## config.mk

```make
export PLATFORM = sky130hd
export DESIGN_NAME = fm_wr_split_flat
export DESIGN_NICKNAME = d
export VERILOG_FILES = /design/src/rtl/fm_wr_split_pkg.sv /design/src/rtl/fm_wr_split_if.sv /design/src/rtl/fm_wr_split.sv /design/src/flat_wrapper.sv
export SDC_FILE = /design/constraint.sdc
export NUM_CORES = 1
export LEC_CHECK = 0
export CAP_MARGIN = 20
export CORE_ASPECT_RATIO = 0.6
export CORE_UTILIZATION = 27
export DETAILED_ROUTE_END_ITERATION = 10
export HOLD_SLACK_MARGIN = 0.08
export PLACE_DENSITY = 0.83
export SLEW_MARGIN = 0
export SYNTH_ARGS = -nofsm -noshare
export SYNTH_HDL_FRONTEND = slang
export SYNTH_SLANG_ARGS = --single-unit
```

## constraint.sdc

```tcl
create_clock -name clk_core -period 2.1 [get_ports clk_core]
set_clock_uncertainty 0.1 [all_clocks]
set_input_delay 0.42 -clock clk_core [delete_from_list [all_inputs] [get_ports clk_core]]
set_output_delay 0.42 -clock clk_core [all_outputs]
set_load 0.01 [all_outputs]
```

## src/rtl/fm_wr_split_pkg.sv

```systemverilog
// Shared widths, burst segmentation constants and FSM state encoding for the
// write splitter on the internal DRAM bus.
package fm_wr_split_pkg;

    localparam int P_IB_ADDR_WIDTH = 29;
    localparam int P_IB_LEN_WIDTH  = 6;
    localparam int P_IB_DATA_WIDTH = 32;
    localparam int P_IB_BE_WIDTH   = 4;
    localparam int P_SEG           = 16;

    localparam logic [P_IB_LEN_WIDTH-1:0] P_SEG_LEN = P_IB_LEN_WIDTH'(P_SEG);

    typedef enum logic [1:0] {
        P_CMD1  = 2'd0,
        P_DATA1 = 2'd1,
        P_CMD2  = 2'd2,
        P_DATA2 = 2'd3
    } state_t;

    // Bit 4 selects the 16-beat half of a 32-beat aligned window.
    function automatic logic [P_IB_ADDR_WIDTH-1:0] seg_adrs(
        input logic [P_IB_ADDR_WIDTH-6:0] hi,
        input logic                       second
    );
        return {hi, second, 4'b0000};
    endfunction

endpackage

```

## src/rtl/fm_wr_split_if.sv

```systemverilog
// Command + write-data handshake bundle used on both sides of the splitter.
interface fm_wr_split_if;
    import fm_wr_split_pkg::*;

    logic                       req;
    logic [P_IB_ADDR_WIDTH-1:0] adrs;
    logic [P_IB_LEN_WIDTH-1:0]  len;
    logic                       ack;
    logic                       wstr;
    logic [P_IB_BE_WIDTH-1:0]   be;
    logic [P_IB_DATA_WIDTH-1:0] wdata;
    logic                       wack;

    modport master (output req, adrs, len, wstr, be, wdata, input ack, wack);
    modport slave  (input req, adrs, len, wstr, be, wdata, output ack, wack);

endinterface

```

## src/rtl/fm_wr_split.sv

```systemverilog
// Splits one upstream write of up to 32 beats into at most two 16-beat DRAM
// bursts; command and data paths are combinational, only the FSM is stateful.
module fm_wr_split
    import fm_wr_split_pkg::*;
(
    input  logic           clk_core,
    input  logic           rst_x,
    fm_wr_split_if.slave   up,
    fm_wr_split_if.master  dn
);

    state_t                    state;
    logic [P_IB_LEN_WIDTH-1:0] r_cnt;
    logic                      r_split;

    logic                      w_split;
    logic [P_IB_LEN_WIDTH-1:0] w_len1;
    logic [P_IB_LEN_WIDTH-1:0] w_len2;
    logic                      w_in_data;
    logic                      w_beat;
    logic                      w_last;
    logic                      unused_adrs_lo;

    assign w_split   = (up.len > P_SEG_LEN);
    assign w_len1    = w_split ? P_SEG_LEN : up.len;
    assign w_len2    = up.len - P_SEG_LEN;
    assign w_in_data = (state == P_DATA1) || (state == P_DATA2);
    assign w_beat    = w_in_data && up.wstr && dn.wack;
    assign w_last    = w_beat && (r_cnt == P_IB_LEN_WIDTH'(1));

    // Low address bits are implied by the 32-beat alignment of upstream commands.
    assign unused_adrs_lo = &{1'b0, up.adrs[4:0]};

    assign dn.req   = (state == P_CMD1) ? up.req : (state == P_CMD2);
    assign dn.len   = (state == P_CMD2) ? w_len2 : w_len1;
    assign dn.adrs  = seg_adrs(up.adrs[P_IB_ADDR_WIDTH-1:5], state == P_CMD2);
    assign up.ack   = ((state == P_CMD1) && up.req && dn.ack && !w_split) ||
                      ((state == P_CMD2) && dn.ack);

    assign dn.wstr  = w_in_data && up.wstr;
    assign up.wack  = w_in_data && dn.wack;
    assign dn.be    = up.be;
    assign dn.wdata = up.wdata;

    always_ff @(posedge clk_core or negedge rst_x) begin
        if (!rst_x) begin
            state   <= P_CMD1;
            r_cnt   <= '0;
            r_split <= 1'b0;
        end else begin
            case (state)
                P_CMD1: begin
                    if (up.req && dn.ack) begin
                        r_split <= w_split;
                        r_cnt   <= w_len1;
                        // A zero-length command is acked without entering a data phase.
                        state   <= (up.len == '0) ? P_CMD1 : P_DATA1;
                    end
                end
                P_DATA1: begin
                    if (w_beat) begin
                        r_cnt <= r_cnt - P_IB_LEN_WIDTH'(1);
                        if (w_last) state <= r_split ? P_CMD2 : P_CMD1;
                    end
                end
                P_CMD2: begin
                    if (dn.ack) begin
                        r_cnt <= w_len2;
                        state <= P_DATA2;
                    end
                end
                P_DATA2: begin
                    if (w_beat) begin
                        r_cnt <= r_cnt - P_IB_LEN_WIDTH'(1);
                        if (w_last) state <= P_CMD1;
                    end
                end
                default: state <= P_CMD1;
            endcase
        end
    end

endmodule

```

## src/flat_wrapper.sv

```systemverilog
// flat-port wrapper written by rule: the top's interface ports become plain ports
module fm_wr_split_flat import fm_wr_split_pkg::*;
  (clk_core, rst_x, up_req, up_adrs, up_len, up_wstr, up_be, up_wdata, up_ack, up_wack, dn_req, dn_adrs, dn_len, dn_wstr, dn_be, dn_wdata, dn_ack, dn_wack);
  fm_wr_split_if up_i ();
  fm_wr_split_if dn_i ();
  input  logic clk_core;
  input  logic rst_x;
  input wire logic [$bits(up_i.req)-1:0] up_req;
  input wire logic [$bits(up_i.adrs)-1:0] up_adrs;
  input wire logic [$bits(up_i.len)-1:0] up_len;
  input wire logic [$bits(up_i.wstr)-1:0] up_wstr;
  input wire logic [$bits(up_i.be)-1:0] up_be;
  input wire logic [$bits(up_i.wdata)-1:0] up_wdata;
  output wire logic [$bits(up_i.ack)-1:0] up_ack;
  output wire logic [$bits(up_i.wack)-1:0] up_wack;
  output wire logic [$bits(dn_i.req)-1:0] dn_req;
  output wire logic [$bits(dn_i.adrs)-1:0] dn_adrs;
  output wire logic [$bits(dn_i.len)-1:0] dn_len;
  output wire logic [$bits(dn_i.wstr)-1:0] dn_wstr;
  output wire logic [$bits(dn_i.be)-1:0] dn_be;
  output wire logic [$bits(dn_i.wdata)-1:0] dn_wdata;
  input wire logic [$bits(dn_i.ack)-1:0] dn_ack;
  input wire logic [$bits(dn_i.wack)-1:0] dn_wack;
  assign up_i.req = up_req;
  assign up_i.adrs = up_adrs;
  assign up_i.len = up_len;
  assign up_i.wstr = up_wstr;
  assign up_i.be = up_be;
  assign up_i.wdata = up_wdata;
  assign up_ack = up_i.ack;
  assign up_wack = up_i.wack;
  assign dn_req = dn_i.req;
  assign dn_adrs = dn_i.adrs;
  assign dn_len = dn_i.len;
  assign dn_wstr = dn_i.wstr;
  assign dn_be = dn_i.be;
  assign dn_wdata = dn_i.wdata;
  assign dn_i.ack = dn_ack;
  assign dn_i.wack = dn_wack;
  fm_wr_split u_core (.clk_core(clk_core), .rst_x(rst_x), .up(up_i), .dn(dn_i));
endmodule
```

# Word level (Yosys, flattened, before mapping)
# Index checks and enable logic that the tools add are counted.
dict set report classes {
  add_sub_neg 2
  magnitude_cmp 1
  n_eq_ne 11
  mux 16
  n_reduce_logical 18
}
# op n
set ops {}
lappend ops {{6-bit two-way mux} 5}
lappend ops {{6-bit case mux with 3 select lines} 1}
lappend ops {{2-bit two-way mux} 7}
lappend ops {{2-bit by 1-bit inequality test with 1-bit output, second input constant} 6}
lappend ops {{1-bit logical AND} 9}
lappend ops {{2-bit case mux with 4 select lines} 1}
lappend ops {{6-bit by 1-bit equality test with 1-bit output, second input constant} 1}
lappend ops {{6-bit by 5-bit greater-than comparator with 1-bit output, second input constant} 1}
lappend ops {{6-bit zero test} 1}
lappend ops {{6-bit AND reduction} 1}
lappend ops {{6-bit by 1-bit subtractor with 6-bit output, second input constant} 1}
lappend ops {{6-bit by 5-bit subtractor with 6-bit output, second input constant} 1}
lappend ops {{2-bit equality test, second input constant} 2}
lappend ops {{3-bit AND reduction} 1}
lappend ops {{2-bit by 1-bit equality test with 1-bit output, second input constant} 1}
lappend ops {{2-bit zero test} 1}
lappend ops {{1-bit logical OR} 2}
lappend ops {{1-bit two-way mux} 2}
lappend ops {{2-bit inequality test, second input constant} 1}
lappend ops {{2-bit AND reduction} 1}
lappend ops {{2-bit OR reduction} 1}
lappend ops {{1-bit zero test} 1}
dict set report totals {
  register_bits 9
  out_inout_bits 75
}

# Longest topological paths before layout
dict set report depth {
  ltp_word 8
  depth_mapped 6
  depth_no_buf 6
}

# Worst setup path after synthesis
# No wires, ideal clock.
dict set report synth_path {
  path_type {input-to-output}
  from {input up_len[5]}
  to {output dn_len[0]}
  arrival_ns 1.335
  required_ns 1.580
  path_slack_ns 0.245
  stages 5
  path_buffers 0
  path_cell_list {inv_1 > ha_1 > mux2_2 > nor2_1 > nor2b_1}
}
dict set report synth_between {
  elab_chain_cells 3
}
# element line
set synth_rtl {}
lappend synth_rtl {{start, declared} flat_wrapper.sv:10} ;# input wire logic [$bits(up_i.len)-1:0] up_len;
lappend synth_rtl {{6-bit by 5-bit greater-than comparator with 1-bit output} fm_wr_split.sv:24} ;# assign w_split = (up.len > P_SEG_LEN);
lappend synth_rtl {{6-bit two-way mux} fm_wr_split.sv:25} ;# assign w_len1 = w_split ? P_SEG_LEN : up.len;
lappend synth_rtl {{6-bit two-way mux} fm_wr_split.sv:35} ;# assign dn.len = (state == P_CMD2) ? w_len2 : w_len1;
lappend synth_rtl {{end, declared} flat_wrapper.sv:18} ;# output wire logic [$bits(dn_i.len)-1:0] dn_len;
# No other way between the ends.

# Worst setup path after layout
dict set report layout_path {
  from {input dn_wack}
  to {output up_wack}
}
dict set report layout_between {
  elab_chain_cells 1
}
# element line
set layout_rtl {}
lappend layout_rtl {{start, declared} flat_wrapper.sv:23} ;# input wire logic [$bits(dn_i.wack)-1:0] dn_wack;
lappend layout_rtl {{1-bit logical AND} fm_wr_split.sv:41} ;# assign up.wack = w_in_data && dn.wack;
lappend layout_rtl {{end, declared} flat_wrapper.sv:15} ;# output wire logic [$bits(up_i.wack)-1:0] up_wack;
# No other way between the ends.

==> results.py <==
metrics = {
    "floorplan": {
        "ios": 152,
        "row_count": 18,
        "die_width_um": 89.8,
        "dieHeight_um": 54.7,
        "core_area_sq_um": 4280,
        "start_util_pct": 29.2,
        "dieArea_sq_um": 4910,
    },
    "timing": {
        "maxSlewViolCount": 0,
        "setup_violations": 0,
        "period_share_pct": 98.5,
        "tns_ns": 0,
        "hold_viol_final": 0,
        "rsz0062_at_grt": "false",
        "worst_slack_ns": 0.0323,
        "min_period_ns": 2.07,
        "fmax_ghz": 0.484,
    },
    "synthesis": {
        "ys.flop_type": "dfrtp_1",
        "syn_avg_cell_area_sq_um": 7.96,
        "synth_edf_count": 0,
        "async_reset_ff_share_pct": 100,
        "syn-cell-area_sq_um": 1250,
        "ys_types": 39,
        "yosysSeqAreaShare_pct": 18.0,
        "yosysWarnings": 0,
        "synthCells": 157,
        "synth_seq_cells": 9,
    },
    "power": {
        "power.leakage_uw": 0.000581,
        "ir_drop_mv": 0.163,
        "powerDensity_nw_per_um2": 560,
        "p_total_uw": 708,
    },
    "critical_path": {
        "endpoint_kind": "output pin",
        "crit_type": "input port to output pin",
        "cp.arrival_ns": 1.55,
        "startpoint_type": "input port",
        "worstPathRequired_ns": 1.58,
        "reg2reg_depth": 7,
        "path_max_fanout": 2,
    },
    "placement": {
        "io_buffers": 22,
        "preCtsSetupSlack_ns": -0.745,
        "post-dp-hpwl_um": 2250,
        "gp_congestion": 0.799,
    },
    "detailed_routing": {
        "num_vias": 929,
        "drcViolationCount": 0,
        "routed_wl_um": 2860,
        "drt-vias-per-instance": 4.60,
        "wl_per_cell_um": 14.2,
        "dr.first_iter.drc_count": 30,
        "dr.pass1.iters": 4,
        "drtAntennaViolNets": 0,
    },
    "global_routing": {
        "antenna_found_initial": 0,
        "grt_pass1_wl_um": 4530,
        "grt_pass1_vias": 925,
        "grt.overflow.total": 0,
        "grt_usage_pct": 12.0,
        "grt_max_degree": 12,
    },
    "layout": {
        "fin_util_pct": 29.5,
        "antenna_cells": 0,
        "layout.nets": 225,
        "final_layout_size_suffix_gt1_share_pct": 32.4,
        "fill_cells": 470,
        "area_growth_pct": 1.10,
    },
    "clock_tree": {
        "clock-sinks": 9,
        "cts_tree": "built",
        "ctsRootBufferMaster": "clkbuf_8",
        "cts.path.max_buffers": 2,
        "numCtsBuffers": 3,
        "ctsHoldBuffers": 0,
        "clock_latency_ns": 0.24,
        "htree_num_levels": 1,
        "clkSlewWorstSetupHoldPaths_ns": 0.05,
    },
    "outcome": {
        "status": "finished, final reports clean",
    },
    "job": {
        "max-cap-violations": 0,
    },
    "worst_hold_path": {
        "worstHoldPathType": "input port to asynchronous set/reset pin",
    },
}
-- logic make-up (layout without fill, tap and decap cells) --
group | Yosys count | in the layout | synth area share (%)
mux | 3 | 3 | 2.50
fa+ha+maj | 5 | 5 | 5.01
buf+inv | 75 | 57 | 42.2
other cells | 1 | 4 | 0.300
flops | 9 | 9 | 18.0
compound gates | 26 | 26 | 15.1
simple gates | 38 | 38 | 16.8
-- synth_stat cells (3+ instances only) --
library cell  number  area (sq um)
o21ai_0            7          35.0
nand2_1            9          33.8
dfrtp_1            9           225
ha_1               5          62.6
buf_4             65           488
nor2b_1            6          37.5
inv_1              8          30.0
nand2b_1           3          18.8
nor2_1             8          30.0
-- metrics by stage --
| step | cells | hold WS [ns] | cell area, sq um |
|---|---|---|---|
| final | 202 | 0.391 | 1260 |
| after floorplan | 160 | 0.0244 | 1260 |
| after global placement | 197 | 0.401 | 1220 |
| after detailed placement | 197 | 0.390 | 1220 |
| after CTS | 201 | 0.401 | 1260 |
| after global routing | 202 | 0.426 | 1260 |
-- layout by cell type (no fill, tap or decap), drive strengths merged, types with 2 or more instances in the layout --
| cell | instances |
|---|---|
| buf | 29 |
| nand2 | 9 |
| dfrtp | 9 |
| nor2 | 8 |
| o21ai | 8 |
| inv | 8 |
| clkdlybuf4s50 | 7 |
| nor2b | 6 |
| dlygate4sd2 | 5 |
| ha | 5 |
| conb | 4 |
| clkbuf | 4 |
| nand2b | 3 |
| mux2i | 2 |
| and2 | 2 |
| a31oi | 2 |
| or3 | 2 |
| a21boi | 2 |
| a21oi | 2 |
| a221oi | 2 |
| clkdlybuf4s15 | 2 |
-- routing by layer --
metal / track usage (%) / wire (um) / up-vias
li1: - / - / 420
met1: 15.3 / 1330 / 442
met2: 17.3 / 1160 / 67
met3: 7.50 / 370 / 0
met4: 2.19 / 0 / 0
met5: 0 / 0 / -
-- worst paths after layout --
check                                           start                     endpoint  slack, ns
hold reg to reg            u_core.r_split$_DFFE_PN0P_   u_core.r_split$_DFFE_PN0P_       0.41
min in group clk_core      u_core.r_split$_DFFE_PN0P_   u_core.r_split$_DFFE_PN0P_       0.41
setup reg to reg                            flip-flop  u_core.r_cnt[2]$_DFFE_PN0P_       0.25
max in group asynchronous                       rst_x  u_core.r_cnt[3]$_DFFE_PN0P_       1.20
hold / removal                                  rst_x  u_core.r_cnt[1]$_DFFE_PN0P_       0.39
setup / recovery                              dn_wack                      up_wack       0.03
-- where the power goes --
group / leakage (uW) / switching, uW / internal [uW]
sequential: 0.000106 / 48.4 / 208
combinational: 0.000449 / 114 / 127
clock: 0.0000255 / 80.5 / 130
total: 0.000581 / 242 / 465
-- layout make-up --
class                   count  area [sq um]  share of cell area, %
multi-input cells          76           532                   42.1
repair buffers             45           355                   28.1
flip-flops and latches      9           225                   17.8
well taps                  60          75.1                   5.94
clock buffers               3          41.3                   3.27
inverters                   8          30.0                   2.38
clock inverters             1          5.00                  0.396
-- critical path, cell delays in order --
cell             delay (ns)
clkdlybuf4s50_1        0.47
and2_1                 0.12
clkdlybuf4s50_1        0.53
-- repair_timing --
action,in CTS,in global routing
pin swaps,4,2
buffers inserted,0,1
resized for setup,40,6
setup endpoints to repair,8,8
(Power assumes the default switching activity.)
